**config.mk**
```make
export PLATFORM = sky130hd
export DESIGN_NAME = gb80_fetch_unit_flat
export DESIGN_NICKNAME = d
export VERILOG_FILES = /design/src/rtl/gb80_fetch_unit_if.sv /design/src/rtl/gb80_fetch_unit.sv /design/src/flat_wrapper.sv
export SDC_FILE = /design/constraint.sdc
export NUM_CORES = 1
export LEC_CHECK = 0
export BUFFER_PORTS_ARGS = -buffer_cell sky130_fd_sc_hd__buf_4
export CAP_MARGIN = 40
export CORE_MARGIN = 4
export CORE_UTILIZATION = 58
export CTS_CLUSTER_DIAMETER = 50
export DETAILED_ROUTE_END_ITERATION = 7
export GPL_TIMING_DRIVEN = 1
export HOLD_SLACK_MARGIN = 0.03
export PLACE_DENSITY = 0.9
export SLEW_MARGIN = 20
export SYNTH_ARGS = -nofsm -noshare
export SYNTH_HDL_FRONTEND = slang
export SYNTH_SLANG_ARGS = --single-unit
```
**constraint.sdc**
```tcl
create_clock -name i_clk -period 4.95 [get_ports i_clk]
set_input_delay 0.2475 -clock i_clk [delete_from_list [all_inputs] [get_ports i_clk]]
set_output_delay 0.2475 -clock i_clk [all_outputs]
set_load 0.005 [all_outputs]
```
**src/rtl/gb80_fetch_unit_if.sv**
```systemverilog
// Fetch unit port bundle: memory request/ack, decoder handshake, redirect/stall control.
// master = fetch unit side, slave = memory/decoder/sequencer side.
// No storage; backpressure is carried by i_mem_ack and i_instr_ready.
interface gb80_fetch_unit_if #(
    parameter int ADDR_WIDTH  = 16,
    parameter int DATA_WIDTH  = 8,
    parameter int QUEUE_DEPTH = 4
);
    localparam int CW = $clog2(QUEUE_DEPTH + 1);

    logic                  o_mem_req;
    logic [ADDR_WIDTH-1:0] o_mem_addr;
    logic                  i_mem_ack;
    logic [DATA_WIDTH-1:0] i_mem_data;
    logic                  o_instr_valid;
    logic [DATA_WIDTH-1:0] o_instr_data;
    logic [ADDR_WIDTH-1:0] o_instr_addr;
    logic                  i_instr_ready;
    logic                  i_redirect;
    logic [ADDR_WIDTH-1:0] i_redirect_addr;
    logic                  i_stall;
    logic [ADDR_WIDTH-1:0] o_fetch_pc;
    logic [CW-1:0]         o_queue_count;

    modport master (
        output o_mem_req, o_mem_addr,
        input  i_mem_ack, i_mem_data,
        output o_instr_valid, o_instr_data, o_instr_addr,
        input  i_instr_ready, i_redirect, i_redirect_addr, i_stall,
        output o_fetch_pc, o_queue_count
    );

    modport slave (
        input  o_mem_req, o_mem_addr,
        output i_mem_ack, i_mem_data,
        input  o_instr_valid, o_instr_data, o_instr_addr,
        output i_instr_ready, i_redirect, i_redirect_addr, i_stall,
        input  o_fetch_pc, o_queue_count
    );
endinterface

```
**src/rtl/gb80_fetch_unit.sv**
```systemverilog
// Instruction fetch: owned PC, wait-state tolerant memory handshake, prefetch queue.
// Latency: ack -> o_instr_valid 1 cycle; back-to-back requests give 1 byte/cycle.
// Backpressure: no new request unless queue count plus outstanding stays within depth.
module gb80_fetch_unit #(
    parameter int                    ADDR_WIDTH   = 16,
    parameter int                    DATA_WIDTH   = 8,
    parameter int                    QUEUE_DEPTH  = 4,
    parameter logic [ADDR_WIDTH-1:0] RESET_VECTOR = 16'h0100
) (
    input  logic              i_clk,
    input  logic              i_reset,
    gb80_fetch_unit_if.master bus
);
    localparam int CW = $clog2(QUEUE_DEPTH + 1);
    localparam int PW = $clog2(QUEUE_DEPTH);
    localparam logic [CW-1:0] DEPTH_C = CW'(QUEUE_DEPTH);

    typedef struct packed {
        logic [ADDR_WIDTH-1:0] addr;
        logic [DATA_WIDTH-1:0] data;
    } entry_t;

    typedef enum logic [1:0] {IDLE, REQ, FLUSH} state_t;

    state_t                state_q, state_d;
    logic [ADDR_WIDTH-1:0] pc_q, pc_d;
    logic [ADDR_WIDTH-1:0] addr_q, addr_d;
    entry_t                q_mem [QUEUE_DEPTH];
    logic [PW-1:0]         head_q, tail_q;
    logic [CW-1:0]         count_q, count_after;
    logic                  push, pop;
    logic [ADDR_WIDTH-1:0] pc_inc;

    // An ack only counts while a request is actually on the bus.
    assign push        = (state_q == REQ) && bus.i_mem_ack && !bus.i_redirect;
    assign pop         = (count_q != '0) && bus.i_instr_ready && !bus.i_redirect;
    assign count_after = count_q + CW'(push) - CW'(pop);
    assign pc_inc      = pc_q + ADDR_WIDTH'(1);

    always_comb begin
        state_d = state_q;
        pc_d    = pc_q;
        addr_d  = addr_q;
        case (state_q)
            IDLE: begin
                if (bus.i_redirect) begin
                    pc_d = bus.i_redirect_addr;
                end else if (!bus.i_stall && count_q < DEPTH_C) begin
                    state_d = REQ;
                    addr_d  = pc_q;
                end
            end
            REQ: begin
                if (bus.i_redirect) begin
                    pc_d    = bus.i_redirect_addr;
                    state_d = bus.i_mem_ack ? IDLE : FLUSH;
                end else if (bus.i_mem_ack) begin
                    pc_d = pc_inc;
                    if (!bus.i_stall && count_after < DEPTH_C) begin
                        addr_d = pc_inc;
                    end else begin
                        state_d = IDLE;
                    end
                end
            end
            FLUSH: begin
                // Stale request stays on the bus until acked; its data is dropped.
                if (bus.i_redirect) begin
                    pc_d = bus.i_redirect_addr;
                end
                if (bus.i_mem_ack) begin
                    if (!bus.i_redirect && !bus.i_stall && count_q < DEPTH_C) begin
                        state_d = REQ;
                        addr_d  = pc_q;
                    end else begin
                        state_d = IDLE;
                    end
                end
            end
            default: state_d = IDLE;
        endcase
    end

    always_ff @(posedge i_clk or posedge i_reset) begin
        if (i_reset) begin
            state_q <= IDLE;
            pc_q    <= RESET_VECTOR;
            addr_q  <= RESET_VECTOR;
        end else begin
            state_q <= state_d;
            pc_q    <= pc_d;
            addr_q  <= addr_d;
        end
    end

    always_ff @(posedge i_clk or posedge i_reset) begin
        if (i_reset) begin
            head_q  <= '0;
            tail_q  <= '0;
            count_q <= '0;
            for (int i = 0; i < QUEUE_DEPTH; i++) begin
                q_mem[i] <= '0;
            end
        end else if (bus.i_redirect) begin
            head_q  <= '0;
            tail_q  <= '0;
            count_q <= '0;
        end else begin
            if (push) begin
                q_mem[tail_q] <= '{addr: addr_q, data: bus.i_mem_data};
                tail_q        <= tail_q + PW'(1);
            end
            if (pop) begin
                head_q <= head_q + PW'(1);
            end
            count_q <= count_after;
        end
    end

    assign bus.o_mem_req     = (state_q == REQ) || (state_q == FLUSH);
    assign bus.o_mem_addr    = addr_q;
    assign bus.o_fetch_pc    = pc_q;
    assign bus.o_queue_count = count_q;
    assign bus.o_instr_valid = (count_q != '0);
    assign bus.o_instr_data  = q_mem[head_q].data;
    assign bus.o_instr_addr  = q_mem[head_q].addr;
endmodule

```
**src/flat_wrapper.sv**
```systemverilog
// flat-port wrapper written by rule: the top's interface ports become plain ports
module gb80_fetch_unit_flat 
#(
    parameter int                    ADDR_WIDTH   = 16,
    parameter int                    DATA_WIDTH   = 8,
    parameter int                    QUEUE_DEPTH  = 4,
    parameter logic [ADDR_WIDTH-1:0] RESET_VECTOR = 16'h0100
)
  (i_clk, i_reset, bus_o_mem_req, bus_o_mem_addr, bus_i_mem_ack, bus_i_mem_data, bus_o_instr_valid, bus_o_instr_data, bus_o_instr_addr, bus_i_instr_ready, bus_i_redirect, bus_i_redirect_addr, bus_i_stall, bus_o_fetch_pc, bus_o_queue_count);
  gb80_fetch_unit_if #(.ADDR_WIDTH(ADDR_WIDTH), .DATA_WIDTH(DATA_WIDTH), .QUEUE_DEPTH(QUEUE_DEPTH)) bus_i ();
  input  logic i_clk;
  input  logic i_reset;
  output wire logic [$bits(bus_i.o_mem_req)-1:0] bus_o_mem_req;
  output wire logic [$bits(bus_i.o_mem_addr)-1:0] bus_o_mem_addr;
  input wire logic [$bits(bus_i.i_mem_ack)-1:0] bus_i_mem_ack;
  input wire logic [$bits(bus_i.i_mem_data)-1:0] bus_i_mem_data;
  output wire logic [$bits(bus_i.o_instr_valid)-1:0] bus_o_instr_valid;
  output wire logic [$bits(bus_i.o_instr_data)-1:0] bus_o_instr_data;
  output wire logic [$bits(bus_i.o_instr_addr)-1:0] bus_o_instr_addr;
  input wire logic [$bits(bus_i.i_instr_ready)-1:0] bus_i_instr_ready;
  input wire logic [$bits(bus_i.i_redirect)-1:0] bus_i_redirect;
  input wire logic [$bits(bus_i.i_redirect_addr)-1:0] bus_i_redirect_addr;
  input wire logic [$bits(bus_i.i_stall)-1:0] bus_i_stall;
  output wire logic [$bits(bus_i.o_fetch_pc)-1:0] bus_o_fetch_pc;
  output wire logic [$bits(bus_i.o_queue_count)-1:0] bus_o_queue_count;
  assign bus_o_mem_req = bus_i.o_mem_req;
  assign bus_o_mem_addr = bus_i.o_mem_addr;
  assign bus_i.i_mem_ack = bus_i_mem_ack;
  assign bus_i.i_mem_data = bus_i_mem_data;
  assign bus_o_instr_valid = bus_i.o_instr_valid;
  assign bus_o_instr_data = bus_i.o_instr_data;
  assign bus_o_instr_addr = bus_i.o_instr_addr;
  assign bus_i.i_instr_ready = bus_i_instr_ready;
  assign bus_i.i_redirect = bus_i_redirect;
  assign bus_i.i_redirect_addr = bus_i_redirect_addr;
  assign bus_i.i_stall = bus_i_stall;
  assign bus_o_fetch_pc = bus_i.o_fetch_pc;
  assign bus_o_queue_count = bus_i.o_queue_count;
  gb80_fetch_unit #(.ADDR_WIDTH(ADDR_WIDTH), .DATA_WIDTH(DATA_WIDTH), .QUEUE_DEPTH(QUEUE_DEPTH), .RESET_VECTOR(RESET_VECTOR)) u_core (.i_clk(i_clk), .i_reset(i_reset), .bus(bus_i));
endmodule
```
==> metrics.txt <==
status finished, final reports clean; clk sinks ~140; clock skew between 8 and 9 ps; TritonCTS clock tree done; Primary FF master, synth dfrtp_1; DP HPWL about 10,000 um; 1st-iter DRT viols about 300; drt via density 6.24; distinct cell type count after synthesis 54; gr busiest metal met2; share of the synthesized area in the top cell type about 50%; Worst setup SP type flip-flop; mapped cell area 0.00681 mm2; TritonRoute pass-1 iters 5; layout overhead on the synthesized area 21.3%; global-route usage over all layers roughly a quarter; max_cap viols 0; IO Count between 90 and 100; critical path endpoint category flip-flop; Min Clock Period, post-route about 3400 ps; CP Class flip-flop to flip-flop; number of fill cells in the layout 729; R2R cell count 10; Final Routed Wirelength 15,800 um; # DRC 0; H-tree level count 4; layout cell share with drive strength beyond 1 45.4%; Core ar. 0.0115 mm2; Critical Path RT ~5300 ps; met1 usage around 34%; via count 4,676; Pleak 3.78 nW; die height 116 um; Post-Layout Inst Area approximately 0.0083 mm2; M3 GR Usage around 6.5%; Yosys reg bits approximately 140; Clock transition at path regs roughly 60 ps; n_diodes 0; Final Non-Filler Cells 749; grt total ovfl 0; fin util 72.0%; unrepaired setup endpoints after global routing false; # Post-CTS Setup Buffers 0; Cell Area, Placed around 0.0076 mm2; period utilisation layout between 60% and 70%; dominant cell type by area after synthesis dfrtp_1; crit path DAT roughly 3700 ps; Synth Instances between 500 and 600; Final Setup Violations 0; Fmax between 200 and 300 MHz; final hold vios 0; GR Layer Usage met2 40.2%; register area about 0.0034 mm2; Worst VDD drop around 0.37 mV; worst-skew pair later-pin latency 420 ps; Num CTS Buffers 17; syn_nets about 550; initial antenna violation count 0; Inst Count DP about 710; antenna viol nets, final 0; Hold WC Path Type primary input to flip-flop; number of buffers added on ports 90; setup ws final approximately 1500 ps; Clock Path Buffers 2; Worst Tran Pin Value 715 ps; Worst Path Max Fanout 20; cts repair resizes 0; Initial Util around three fifths; Synthesis Warnings 0; Syn Area/Cell about 13 um2; asr flop ratio synth between 90% and 100%; WL/cell roughly 21 um; reg2reg setup slack roughly 1500 ps; first-pass GRT wire length roughly 26,000 um; hold wc startpoint bus_i_mem_data[0]; Rows 39; Power Dens Cells approximately 670 mW/mm2; routability cong. roughly 0.93; largest net degree at the start of global routing 60; number of global-route vias before repair 4,899; reg2reg start u_core.state_q[1]; Critical-path top delay cell ha_1; fin. max-slew vios 0; nets@finish between 600 and 700; post-synthesis sequential area ratio between 50% and 60%; pre-CTS setup slack between 1500 and 2000 ps; Fin Setup TNS 0 ps; multi-input logic area approximately 0.0032 mm2; Total Die Area 0.0135 mm2; Max-slew headroom 52.3%; Worst path max stage delay about 600 ps; Area contributors post-synth dfrtp_1, mux2_2, mux4_2, ha_1, mux2_4; Post-synth EDFFs 0; width of the die ~120 um; Hold Path Depth 2; reg2reg end u_core.bus.o_mem_addr[12]; worst-path cell chain inv_1 -> ha_1 -> and3_1 -> ha_1 -> inv_1 -> fa_1 -> xnor3_1 -> a31o_2 -> nand2_4 -> mux2_2; root buffer cell clkbuf_16; hold endpoint u_core.q_mem[0]
==> cell usage in the layout (no fill, tap or decap), types with 10 or more instances in the layout <==
master / netlist / routed
mux4_2: 24 / 24
mux2_2: 99 / 99
nand3_1: 13 / 13
a2bb2oi_1: 13 / 13
nand2_1: 20 / 20
xnor2_1: 10 / 10
clkbuf_16: 0 / 17
mux2_4: 10 / 10
nor3_1: 12 / 12
dfrtp_1: 135 / 135
buf_4: 0 / 99
nor2_1: 12 / 12
ha_1: 12 / 12
==> kinds of logic after synthesis <==
kind of cell,Yosys count,synth area share [%]
flops,137,50.4
buf+inv,49,3.09
xor+xnor,19,2.87
compound gates,63,6.91
mux,135,26.8
fa+ha+maj,13,2.50
simple gates,94,7.41
==> registers in the layout (all words and copies together), names as in the netlist <==
name	cells
u_core.bus.o_fetch_pc	16
u_core.bus.o_mem_addr	16
u_core.bus.o_queue_count	3
u_core.head_q	2
u_core.q_mem	96
u_core.state_q	2
u_core.tail_q	2
==> worst max path at each step <==
stage | startpoint | end | slack, ps | cells after the start
6_report | u_core.state_q[1] | u_core.bus.o_mem_addr[12] | 1530 | 10
5_1_grt | u_core.state_q[1] | u_core.bus.o_mem_addr[12] | 1360 | 10
4_1_cts | u_core.state_q[1] | u_core.bus.o_mem_addr[12] | 1540 | 10
3_5_place_dp | u_core.state_q[1] | u_core.bus.o_mem_addr[12] | 1600 | 10
3_3_place_gp | u_core.state_q[1] | u_core.bus.o_mem_addr[13] | 1740 | 10
2_1_floorplan | i_reset | u_core.bus.o_fetch_pc[0] | 1040 | 1
==> repair_timing <==
item	in CTS	in global routing
endpoints found under the setup margin	0	0
endpoints found under the hold margin	28	0
hold buffers	1	0
==> through the flow <==
| stage | hold WS (ps) | power [mW] |
|---|---|---|
| floorplan | 398 | 3.29 |
| global placement | 481 | 4.00 |
| detailed placement | 282 | 4.14 |
| CTS | 77.2 | 5.55 |
| global route | 86.7 | 5.85 |
| finish | 87.0 | 5.54 |
==> critical path: cells and delay by family (launching register included) <==
family | cells | cell delay (ps)
AO/OA/AOI/OAI | 1 | 340
XOR/XNOR | 1 | 260
adder cells (fa/ha/maj) | 3 | 1180
buffers and inverters | 2 | 160
flip-flops | 1 | 410
multiplexers | 1 | 370
AND/OR/NAND/NOR | 2 | 570
==> layer usage <==
metal / share of wire [%] / wire length (um) / vias up
met5: 0 / 0 / -
met4: 1.4 / 223 / 0
met2: 49 / 7740 / 196
li1: - / - / 2078
met1: 43 / 6760 / 2379
met3: 6.6 / 1040 / 23
==> synthesized netlist by cell type (5+ instances only) <==
cell       instances
a211oi_1           7
a21oi_1            7
a2bb2oi_1         13
a31oi_1            6
buf_2             15
clkbuf_1          20
dfrtp_1          135
ha_1              12
inv_1             10
mux2_2            99
mux2_4            10
mux4_2            24
nand2_1           20
nand3_1           13
nand4_1            8
nor2_1            12
nor3_1            12
o21ai_0            7
o22ai_1            5
o32ai_1            5
xnor2_1           10
xor2_1             7
==> power by group <==
group	internal (mW)	switching, mW
Combinational	1.27	0.932
Sequential	1.53	0.435
Clock	0.903	0.470
Total	3.70	1.84
==> layout make-up <==
type                    count  area share, %
inverters                  11          0.531
clock buffers              19           5.37
well taps                 143           2.17
clock inverters            13           2.43
flip-flops and latches    137           41.6
multi-input cells         324           38.4
repair buffers            102           9.60
(Power assumes the default switching activity.)
